===== src/rtl/ext_mem_req_arbiter.sv =====
// Shares one external memory request/response port between the demand-miss path and the
// next-line prefetcher. One block transaction in flight; demand has priority with a
// starvation guard for prefetch; a watchdog aborts stalled transactions.
module ext_mem_req_arbiter #(
  parameter int unsigned ADDR_WIDTH      = 16,
  parameter int unsigned DATA_WIDTH      = 40,
  parameter int unsigned BEATS_PER_BLOCK = 8,
  parameter int unsigned STARVE_LIMIT    = 4,
  parameter int unsigned TIMEOUT_CYCLES  = 256
) (
  input  logic                  clk,
  input  logic                  arst_n,
  input  logic                  i_halt,
  input  logic                  i_dmd_req_valid,
  input  logic [ADDR_WIDTH-1:0] i_dmd_req_addr,
  input  logic                  i_pf_req_valid,
  input  logic [ADDR_WIDTH-1:0] i_pf_req_addr,
  output logic                  o_dmd_gnt,
  output logic                  o_pf_gnt,
  output logic                  o_mem_req_valid,
  output logic [ADDR_WIDTH-1:0] o_mem_req_addr,
  input  logic [DATA_WIDTH-1:0] i_mem_data,
  input  logic                  i_mem_data_valid,
  output logic                  o_mem_ready,
  output logic [DATA_WIDTH-1:0] o_rsp_data,
  output logic                  o_dmd_rsp_valid,
  output logic                  o_pf_rsp_valid,
  output logic                  o_dmd_done,
  output logic                  o_pf_done,
  output logic                  o_timeout,
  output logic                  o_busy
);

  localparam int unsigned BeatW = $clog2(BEATS_PER_BLOCK);
  localparam int unsigned TmoW  = $clog2(TIMEOUT_CYCLES);
  localparam logic [BeatW-1:0] LastBeat  = BeatW'(BEATS_PER_BLOCK - 1);
  localparam logic [TmoW-1:0]  TmoLast   = TmoW'(TIMEOUT_CYCLES - 1);
  localparam logic [2:0]       StarveMax = 3'(STARVE_LIMIT);

  typedef enum logic [1:0] {StIdle, StIssue, StWait} state_e;

  state_e                state_q, state_d;
  logic                  owner_q, owner_d;  // 1: prefetch owns the transaction
  logic [ADDR_WIDTH-1:0] addr_q, addr_d;
  logic [BeatW-1:0]      beat_q, beat_d;
  logic [2:0]            starve_q, starve_d;
  logic [TmoW-1:0]       tmo_q, tmo_d;
  logic [DATA_WIDTH-1:0] rsp_data_q, rsp_data_d;
  logic                  dmd_rsp_valid_q, dmd_rsp_valid_d;
  logic                  pf_rsp_valid_q, pf_rsp_valid_d;
  logic                  dmd_done_q, dmd_done_d;
  logic                  pf_done_q, pf_done_d;
  logic                  timeout_q, timeout_d;
  logic                  pick_pf;

  // Next-state, arbitration, beat handling and combinational port outputs.
  always_comb begin
    state_d         = state_q;
    owner_d         = owner_q;
    addr_d          = addr_q;
    beat_d          = beat_q;
    starve_d        = starve_q;
    tmo_d           = tmo_q;
    rsp_data_d      = rsp_data_q;
    dmd_rsp_valid_d = 1'b0;
    pf_rsp_valid_d  = 1'b0;
    dmd_done_d      = 1'b0;
    pf_done_d       = 1'b0;
    timeout_d       = 1'b0;
    o_dmd_gnt       = 1'b0;
    o_pf_gnt        = 1'b0;
    o_mem_req_valid = 1'b0;
    o_mem_req_addr  = '0;
    pick_pf         = i_pf_req_valid & (~i_dmd_req_valid | (starve_q == StarveMax));

    if (i_halt) begin
      // Everything else holds; the response-side registers clear.
      rsp_data_d = '0;
    end else begin
      unique case (state_q)
        StIdle: begin
          if (i_dmd_req_valid || i_pf_req_valid) begin
            owner_d = pick_pf;
            addr_d  = pick_pf ? i_pf_req_addr : i_dmd_req_addr;
            if (pick_pf || !i_pf_req_valid) begin
              starve_d = '0;
            end else if (starve_q != StarveMax) begin
              starve_d = starve_q + 3'd1;
            end
            state_d = StIssue;
          end
        end
        StIssue: begin
          o_mem_req_valid = 1'b1;
          o_mem_req_addr  = addr_q;
          o_dmd_gnt       = ~owner_q;
          o_pf_gnt        = owner_q;
          tmo_d           = '0;
          state_d         = StWait;
        end
        StWait: begin
          if (i_mem_data_valid) begin
            // A beat on the final watchdog cycle wins over the abort.
            rsp_data_d      = i_mem_data;
            dmd_rsp_valid_d = ~owner_q;
            pf_rsp_valid_d  = owner_q;
            tmo_d           = '0;
            if (beat_q == LastBeat) begin
              dmd_done_d = ~owner_q;
              pf_done_d  = owner_q;
              beat_d     = '0;
              state_d    = StIdle;
            end else begin
              beat_d = beat_q + 1'b1;
            end
          end else if (tmo_q == TmoLast) begin
            timeout_d = 1'b1;
            beat_d    = '0;
            tmo_d     = '0;
            state_d   = StIdle;
          end else begin
            tmo_d = tmo_q + 1'b1;
          end
        end
        default: state_d = StIdle;
      endcase
    end
  end

  // State and registered-output flops with asynchronous active-low reset.
  always_ff @(posedge clk or negedge arst_n) begin
    if (!arst_n) begin
      state_q         <= StIdle;
      owner_q         <= 1'b0;
      addr_q          <= '0;
      beat_q          <= '0;
      starve_q        <= '0;
      tmo_q           <= '0;
      rsp_data_q      <= '0;
      dmd_rsp_valid_q <= 1'b0;
      pf_rsp_valid_q  <= 1'b0;
      dmd_done_q      <= 1'b0;
      pf_done_q       <= 1'b0;
      timeout_q       <= 1'b0;
    end else begin
      state_q         <= state_d;
      owner_q         <= owner_d;
      addr_q          <= addr_d;
      beat_q          <= beat_d;
      starve_q        <= starve_d;
      tmo_q           <= tmo_d;
      rsp_data_q      <= rsp_data_d;
      dmd_rsp_valid_q <= dmd_rsp_valid_d;
      pf_rsp_valid_q  <= pf_rsp_valid_d;
      dmd_done_q      <= dmd_done_d;
      pf_done_q       <= pf_done_d;
      timeout_q       <= timeout_d;
    end
  end

  assign o_mem_ready     = (state_q == StWait) & ~i_halt;
  assign o_busy          = (state_q != StIdle);
  assign o_rsp_data      = rsp_data_q;
  assign o_dmd_rsp_valid = dmd_rsp_valid_q;
  assign o_pf_rsp_valid  = pf_rsp_valid_q;
  assign o_dmd_done      = dmd_done_q;
  assign o_pf_done       = pf_done_q;
  assign o_timeout       = timeout_q;

endmodule

===== config.mk =====
export PLATFORM = sky130hd
export DESIGN_NAME = ext_mem_req_arbiter
export DESIGN_NICKNAME = d
export VERILOG_FILES = /design/src/rtl/ext_mem_req_arbiter.sv
export SDC_FILE = /design/constraint.sdc
export NUM_CORES = 1
export LEC_CHECK = 0
export BUFFER_PORTS_ARGS = -buffer_cell sky130_fd_sc_hd__buf_2
export CAP_MARGIN = 25
export CORE_MARGIN = 1
export CORE_UTILIZATION = 42
export DETAILED_ROUTE_END_ITERATION = 6
export PLACE_DENSITY_LB_ADDON = 0.25
export SLEW_MARGIN = 15
export SYNTH_ARGS = -nofsm -noshare
export SYNTH_HDL_FRONTEND = slang
export SYNTH_SLANG_ARGS = --single-unit

===== constraint.sdc =====
create_clock -name clk -period 3.4 [get_ports clk]
set_clock_uncertainty 0.15 [all_clocks]
set_input_delay 0.17 -clock clk [delete_from_list [all_inputs] [get_ports clk]]
set_output_delay 0.17 -clock clk [all_outputs]
set_load 0.1 [all_outputs]

# After elaboration in Yosys (flattened, before gate mapping)

Cells that the tools add are included.

Bits of input ports: 78
Register bits after elaboration: 78
Logic and storage cells: 89
Output and inout port bits: 66

Bitwise logic cells: 6
Equality and inequality tests: 9
Multiplexer cells: 43
Add/subtract/negate cells: 3
Reduce and logical (&&, ||, !) cells: 16

Operators by type and width:

| kind                                                | number |
|---|---|
| 2-to-1 mux 40 bit                                   | 3 |
| 2-to-1 mux 16 bit                                   | 3 |
| 2-to-1 mux 1 bit                                    | 24 |
| 2-to-1 mux 8 bit                                    | 2 |
| one-hot mux 8 bit (2 select lines)                  | 1 |
| 2-to-1 mux 3 bit                                    | 5 |
| nonzero test 2 bit                                  | 6 |
| inequality test 3 bit, second input constant        | 3 |
| adder 8 x 1 -> 8 bit, second input constant         | 1 |
| equality test 8 bit, second input constant          | 1 |
| 2-to-1 mux 2 bit                                    | 4 |
| AND reduction 4 bit                                 | 2 |
| adder 3 x 1 -> 3 bit, second input constant         | 2 |
| equality test 3 bit, second input constant          | 2 |
| one-hot mux 2 bit (3 select lines)                  | 1 |
| AND reduction 3 bit                                 | 2 |
| AND reduction 2 bit                                 | 2 |
| inverter 1 bit                                      | 3 |
| bitwise AND 1 bit                                   | 2 |
| equality test 2 x 1 -> 1 bit, second input constant | 1 |
| equality test 2 bit, second input constant          | 1 |
| logical NOT 2 bit                                   | 1 |
| logical OR 1 bit                                    | 2 |
| inequality test 2 bit, second input constant        | 1 |
| other kinds (2)                                     | 2 |

# Logic depth before layout (Yosys ltp)

Gate-level depths: netlist (run 1).

Depth after elaboration: 6
Depth in mapped cells: 7
Mapped depth without buffers: 6

# Worst setup path after synthesis (run 1)

No wires, ideal clock.

Path type: register to output
From: register state_q[1]
To: output port o_mem_req_addr[0]
Cell stages (with the launch flop): 6
Required time: 3080 ps
Path buffers: 1
Path slack: 388 ps
Arrival time: 2692 ps
Cell sequence: dfrtp_1 > inv_1 > ha_1 > and2b_1 > clkbuf_1 > and2_1

Longest elaborated chain between the ends: 3

Ends and longest elaborated chain:

| element                      | line | RTL |
|---|---|---|
| from (decl)                  | 42   | `state_e state_q, state_d;` |
| from (signal assigned)       | 133  | `state_q <= StIdle;` |
| from (signal assigned)       | 146  | `state_q <= state_d;` |
| equality test 2 x 1 -> 1 bit | 80   | `unique case (state_q)` |
| 2-to-1 mux 16 bit            | 80   |  |
| 2-to-1 mux 16 bit            | 76   | `if (i_halt) begin` |
| to (decl)                    | 21   | `output logic [ADDR_WIDTH-1:0] o_mem_req_addr,` |

Every way passes these cells.

# Worst setup path after layout (run 1)

From: register state_q[1]
To: register addr_q[12]

Longest elaborated chain between the ends: 2

Ends and longest elaborated chain:

| element                       | line | RTL |
|---|---|---|
| logical NOT 2 bit             | 80   |  |
| AND reduction 3 bit (no line) | -    |  |
| to (signal assigned)          | 148  | `addr_q <= addr_d;` |
| to (decl)                     | 44   | `logic [ADDR_WIDTH-1:0] addr_q, addr_d;` |

Every way passes these cells.
A chain may end at the register's enable or synchronous reset.

==> summary.txt, run 1 <==
Synth
  • Mapped Area: 3661 sq um
  • Post-synthesis cell type count: 46
  • Sequential fraction of the synthesis area: 53.32%
  • Syn Area/Cell: 11.06 sq um
  • Synth Area in Adders: 3.759%
  • Xor-xnor portion of the synthesized cell area: 0.2392%
  • Post-Synth Simple-Gate Area: 15.79%
  • Area contributors post-synth: dfrtp_1 53%, a22o_1 10%, o2111ai_1 4.3%
  • Yosys warning count: 0
  • Mux cell area share after synthesis: 0.3076%
  • Yosys reg bits: 78
  • Ys flop type: dfrtp_1
  • Syn Nets: 420
  • Post-synth EDFFs: 0
  • Biggest area consumer among synthesized cells: dfrtp_1
  • Post-synth ARST share: 100.0%
  • Synth top area share: 53.32%
  • Main combinational cell family by area after synthesis: compound AO/OA/AOI/OAI gates
  • Compound-Gate Fraction of Synth Area: 22.11%
  • Cell count after synthesis: 331

Floorplan
  • Initial Util: 43.89%
  • CORE AREA: 8341 sq um
  • Die X: 95.37 um
  • Die area: 9094 sq um
  • # IOs: 144
  • Num rows: 33
  • Die H: 95.37 um

Detailed routing
  • Drt total wl: 10310 um
  • Vias: 3578
  • Routed WL per cell: 16.00 um
  • DR iter-0 viols: 284
  • Avg Vias per Cell: 5.556
  • Antenna-violating nets left: 0
  • Router iterations before antenna repair: 5
  • Drt drc: 0

Setup path
  • Crit. Startpoint: state_q[1]
  • Worst R2R End: addr_q[12]
  • Crit start category: flip-flop
  • Crit-path cells: inv_1 -> ha_1 -> and2b_1 -> buf_4 -> o2111ai_1 -> nand3_1 -> dlygate4sd3_1
  • R2r setup slk: 0.79 ns
  • WP buf/inv: 3
  • CP top delay family: buffers and inverters
  • Worst R2R Start: state_q[1]
  • WS Path Type: flip-flop to flip-flop
  • Worst path required time: 3.55 ns
  • CP Max Fanout: 21
  • Crit path arrival time: 2.76 ns
  • Largest stage delay, worst path: 0.55 ns
  • Slowest CP cell: dlygate4sd3_1
  • CP Capture Type: flip-flop
  • Reg2reg path depth: 7

Cells and area
  • Layout area overhead: 46.24%
  • Final Util: 64.19%
  • Final Instance Count excl. Fillers: 644
  • # diodes: 0
  • Filler Cells Inserted: 656
  • Share of layout cells above drive strength 1: 31.35%
  • Nets@finish: 623

CTS
  • Num Clock Sinks: 78
  • Clock Tree Root: clkbuf_8
  • Clock buffer depth: 2
  • Number of buffers created by CTS: 9
  • Hold_buf cts: 74
  • Clock slew at reported path FFs: 0.09 ns
  • Post-cts sizing count: 0
  • CTS tree: yes
  • Clk_lat worst skew: 0.36 ns
  • H-tree Lvls: 3
  • Post-CTS repair timing setup buffer count: 0

Timing
  • Final setup viols: 0
  • RSZ-0062 raised after global routing: false
  • Final period utilization: 76.82%
  • Minimum clock period: 2.612 ns
  • F_max: 0.3829 GHz
  • Number of hold violations in the final report: 0
  • Min Hold Slack: 0.1166 ns
  • Setup TNS Final: 0 ns
  • Slew @ Worst Pin: 1.048 ns
  • Worst rel slew slack: 29.87%
  • Max-slew violations: 0

Place
  • Port-buffer cells: 143
  • Dpl hpwl: 6066 um
  • GPL Wtd Cong: 0.8723
  • DP Cell Count: 553

Outcome
  • Status: finished, final reports clean

Global route
  • Initial antenna violation count: 0
  • Vias in the first global route: 3399
  • Pin count of the biggest net entering global routing: 79
  • First-pass GRT wire length: 16070 um
  • Total GRT Usage: 22.71%
  • Grt total ovfl: 0

Job
  • Maximum Capacitance Violations: 0

Power
  • Leakage dissipation: 2.736 nW
  • Worst VDD drop: 0.5381 mV
  • Total power: 0.003637 W
  • Pwr Density: 679.4 nW/um^2

Min path
  • Hold WC Path Type: primary input to flip-flop
  • Min-delay src: i_pf_req_valid
  • Hold Crit Depth: 3
  • Hold endpoint: owner_q
## sequential cells by signal, summed over array words and instances, names as in the netlist
register / cells
o_rsp_data: 40
addr_q: 16
tmo_q: 8
beat_q: 3
starve_q: 3
state_q: 2
o_dmd_done: 1
o_dmd_rsp_valid: 1
o_pf_done: 1
o_pf_rsp_valid: 1
o_timeout: 1
owner_q: 1
## cell usage in the layout (no fill, tap or decap), drive strengths merged, types with 2 or more instances in the layout
| cell | n |
|---|---|
| nand4 | 17 |
| a22o | 42 |
| o2111ai | 18 |
| or3 | 2 |
| o211ai | 3 |
| clkinv | 3 |
| nor2 | 3 |
| nand3 | 21 |
| clkinvlp | 2 |
| o21ai | 27 |
| or4 | 2 |
| nor3b | 3 |
| dlygate4sd3 | 74 |
| nand2b | 5 |
| a22oi | 5 |
| and2b | 3 |
| buf | 145 |
| nor2b | 2 |
| nand2 | 10 |
| ha | 11 |
| inv | 13 |
| a21oi | 3 |
| o31ai | 2 |
| and2 | 18 |
| dfrtp | 78 |
| clkbuf | 9 |
## cell usage after synthesis (2+ instances only)
master,instances
o31ai_1,2
buf_2,11
nor2b_1,2
a21oi_1,3
and2_1,18
o21ai_0,26
nand2_1,10
a22oi_1,5
or3_1,2
o2111ai_1,18
inv_1,10
nor2_1,3
ha_1,11
or4_1,2
nand3_1,21
nand4_1,16
dfrtp_1,78
nor3b_1,3
o211ai_1,3
clkbuf_1,15
nand2b_1,4
and2b_1,3
a22o_1,42
## cells by family (layout without fill, tap and decap cells)
group / count (synthesis) / after routing
and+or+nand+nor: 95 / 95
adders and majority gates: 11 / 11
DFF: 78 / 78
muxes: 1 / 1
AOI/OAI and AO/OA: 107 / 107
buffers and inverters: 38 / 246
xor gates and xnor gates: 1 / 1
## routing by layer
metal / vias to the layer above / GRT usage (%) / wire, um
met2: 150 / 37.62 / 4889
met3: 18 / 5.502 / 754
met5: - / 0 / 0
met1: 1735 / 29.43 / 4502
li1: 1675 / - / -
met4: 0 / 6.566 / 159
## worst register-to-register path, cell delays in order, from the launching register on
cell and delay (ns):
dfrtp_1 0.42, inv_1 0.13, ha_1 0.27, and2b_1 0.41
buf_4 0.33, o2111ai_1 0.17, nand3_1 0.12, dlygate4sd3_1 0.55
## layout make-up
cell class | count | area, sq um | area share (%)
clock buffers | 9 | 123.9 | 2.314
clock inverters | 7 | 55.05 | 1.028
inverters | 11 | 41.29 | 0.7712
multi-input cells | 215 | 1556 | 29.07
flip-flops and latches | 78 | 1952 | 36.46
well taps | 105 | 131.4 | 2.454
repair buffers | 219 | 1494 | 27.90
## worst max path at each step
stage	depth (start not counted)	endpoint	slack, ns
2_1_floorplan	5	o_mem_req_addr[0]	0.39
3_3_place_gp	5	beat_q[1]	1.25
3_5_place_dp	5	beat_q[1]	1.17
4_1_cts	7	addr_q[11]	0.83
5_1_grt	7	addr_q[15]	0.62
6_report	7	addr_q[12]	0.79
## where the power goes
part	internal (W)	switching [W]	total, W
combinational	0.000518	0.00125	0.00177
clock	0.000272	0.000368	0.000640
sequential	0.00112	0.000115	0.00123
total	0.00191	0.00173	0.00364
## through the flow
stage | setup WS (ns) | cell area [sq um]
6_report | 0.7881 | 5354
5_1_grt | 0.6166 | 5354
4_1_cts | 0.8267 | 5326
3_5_place_dp | 1.166 | 4407
3_3_place_gp | 1.254 | 4407
2_1_floorplan | 0.3881 | 3661
Note: power is estimated with default switching activity, not from simulation.
==> run 2, diff against run 1 <==
clock period = 2.7 ns   (was 3.4 ns; I/O delays follow)
==> run 2 against run 1 <==
Compared with the run above: sequential cell count stayed put; global-route usage grew 0.21 points; sequential power grew 27%; via count decreased by 0.31%; clock power grew 36%; first-iteration DRC count is 61% lower; register-to-register slack worse by 0.56 ns; die area unchanged; wire length is 1.7% higher; power grew 28%; worst setup slack worse by 0.58 ns.
==> summary.txt, run 2 (synthesis gave the netlist of run 1 again) <==
Outcome
  • Status: finished, final reports clean (unchanged)

Cells and area
  • Max reg flops: 40 (unchanged)
  • Layout area overhead: 47.23% (was 46.24%)
  • FF/Latch Area: 1952 sq um (unchanged)
  • Share of layout cells above drive strength 1: 31.73% (was 31.35%)
  • # diodes: 0 (unchanged)
  • Final Instance Count excl. Fillers: 647 (was 644)
  • Most frequent cells in the layout: 142 x buf_2, 78 x dfrtp_1, 74 x dlygate4sd3_1, 42 x a22o_1, 26 x o21ai_0 (unchanged)
  • Multi-input logic area: 1558 sq um (was 1556 sq um)
  • Filler Cells Inserted: 670 (was 656)
  • Nets@finish: 626 (was 623)
  • Commonest non-fill, non-tap cell in the layout: buf_2 (unchanged)

Global route
  • Pin count of the biggest net entering global routing: 79 (unchanged)
  • Vias in the first global route: 3350 (was 3399)
  • First-pass GRT wire length: 15840 um (was 16070 um)
  • Grt total ovfl: 0 (unchanged)
  • Initial antenna violation count: 0 (unchanged)
  • Total GRT Usage: 22.92% (was 22.71%)

Timing
  • Minimum clock period: 2.489 ns
  • Number of hold violations in the final report: 0 (unchanged)
  • Setup TNS Final: 0 ns (unchanged)
  • Min Hold Slack: 0.08621 ns (was 0.1166 ns)
  • Worst rel slew slack: 36.14% (was 29.87%)
  • Final period utilization: 92.17%
  • F_max: 0.4018 GHz
  • RSZ-0062 raised after global routing: false (unchanged)
  • Max-slew violations: 0 (unchanged)
  • Slew @ Worst Pin: 0.9543 ns (was 1.048 ns)
  • Final setup viols: 0 (unchanged)

Power
  • Sequential Power Share: 33.5% (was 33.9%)
  • Total power: 0.004656 W (was 0.003637 W)
  • Combinational fraction of design power: 47.8% (was 48.5%)
  • Switching part of the total: 46.34% (was 47.57%)
  • Pwr Density: 863.9 nW/um^2 (was 679.4 nW/um^2)
  • P_int: 0.002498 W (was 0.001907 W)
  • Clk network pwr share: 18.7% (was 17.6%)
  • Leakage dissipation: 2.755 nW (was 2.736 nW)
  • Worst VDD drop: 0.7494 mV (was 0.5381 mV)
  • Sw Pwr: 0.002158 W (was 0.001730 W)

Place
  • GPL Wtd Cong: 0.7887 (was 0.8723)
  • Dpl hpwl: 6098 um (was 6066 um)
  • DP Cell Count: 556 (was 553)
  • Port-buffer cells: 143 (unchanged)

Detailed routing
  • Vias: 3567 (was 3578)
  • Drt drc: 0 (unchanged)
  • Router iterations before antenna repair: 4 (was 5)
  • Routed WL per cell: 16.19 um (was 16.00 um)
  • Drt total wl: 10480 um (was 10310 um)
  • Avg Vias per Cell: 5.513 (was 5.556)
  • DR iter-0 viols: 111 (was 284)
  • Antenna-violating nets left: 0 (unchanged)

CTS
  • Number of buffers created by CTS: 9 (unchanged)
  • Post-CTS repair timing setup buffer count: 0 (unchanged)
  • Num Clock Sinks: 78 (unchanged)
  • Clock slew at reported path FFs: 0.08 ns (was 0.09 ns)
  • Clock Tree Root: clkbuf_8 (unchanged)
  • Clock buffer depth: 2 (unchanged)
  • H-tree Lvls: 3 (unchanged)
  • Clk_lat worst skew: 0.35 ns (was 0.36 ns)
  • CTS tree: yes (unchanged)

Setup path
  • WS Path Type: flip-flop to output port (was flip-flop to flip-flop)
  • Worst path required time: 2.41 ns (was 3.55 ns)
  • CP Max Fanout: 19 (was 21)
  • Crit path arrival time: 2.20 ns (was 2.76 ns)
  • Crit start category: flip-flop (unchanged)
  • CP Capture Type: output port (was flip-flop)

Floorplan
  • Num rows: 33 (unchanged)
  • # IOs: 144 (unchanged)
  • Die area: 9094 sq um (unchanged)
  • CORE AREA: 8341 sq um (unchanged)
  • Die X: 95.37 um (unchanged)
  • Die H: 95.37 um (unchanged)
  • Initial Util: 43.89% (unchanged)

Min path
  • Hold WC Path Type: primary input to flip-flop (unchanged)

Job
  • Maximum Capacitance Violations: 0 (unchanged)
==> run 2: cell types whose count changed in the layout (fill, tap and decap cells not counted), sizes merged <==
| cell | delta |
|---|---|
| buf | +3 |
| inv | -2 |
| clkbuf | +1 |
| bufinv | +1 |
==> run 2: power by group through the flow <==
stage / Sequential (W) / Clock, W / Combinational (W)
3_5_place_dp: 0.00158 / 0 / 0.00196
6_report: 0.00156 / 0.000871 / 0.00222
3_3_place_gp: 0.00157 / 0 / 0.00192
2_1_floorplan: 0.00203 / 0 / 0.00110
5_1_grt: 0.00159 / 0.000946 / 0.00239
4_1_cts: 0.00156 / 0.000895 / 0.00220
==> run 2: timing repair <==
action	4_1_cts	5_1_grt
hold endpoints to repair	136	0
gates resized for setup	0	1
hold buffers	74	0
setup endpoints to repair	0	5
==> run 2: metrics by stage <==
step | worst slack (ns) | area (sq um) | util (%)
6_report | 0.2114 | 5390 | 64.63
5_1_grt | 0.05926 | 5390 | 64.63
4_1_cts | 0.1771 | 5369 | 64.37
3_5_place_dp | 0.5989 | 4429 | 53.11
3_3_place_gp | 0.6761 | 4429 | 53.11
2_1_floorplan | 0.2091 | 3662 | -
==> run 2: final cells by class <==
class | instances | share of cell area (%)
sequential | 78 | 36.21
multi-input combinational | 215 | 28.90
timing repair buffer | 222 | 27.99
tap | 105 | 2.437
clock buffer | 10 | 2.368
clock inverter | 6 | 1.323
inverter | 11 | 0.7660
==> run 2: routing by layer <==
metal	GRT usage [%]	part of all wire, %	vias to the layer above
met2	38.21	49	149
met4	8.333	1.9	0
met1	29.08	43	1717
met5	0	0	-
li1	-	-	1681
met3	5.183	6.3	20
==> run 2: final timing paths <==
path / startpoint / endpoint / slack [ns] / cells past startpoint
worst min-delay path: i_pf_req_valid / owner_q / 0.09 / 3
worst min register to register: beat_q[0] / beat_q[0] / 0.34 / 1
min in group asynchronous: arst_n / o_rsp_data[0] / 0.14 / 2
worst max-delay path: state_q[1] / o_mem_req_addr[15] / 0.21 / 5
max in group asynchronous: arst_n / o_rsp_data[38] / 1.67 / 3
worst max register to register: state_q[0] / addr_q[9] / 0.23 / 6
==> run 2: critical path, cell delays in order, from the launching register on <==
cell     delay [ns]
dfrtp_1        0.43
inv_1          0.14
ha_1           0.15
and2b_1        0.49
and2_1         0.21
buf_2          0.43
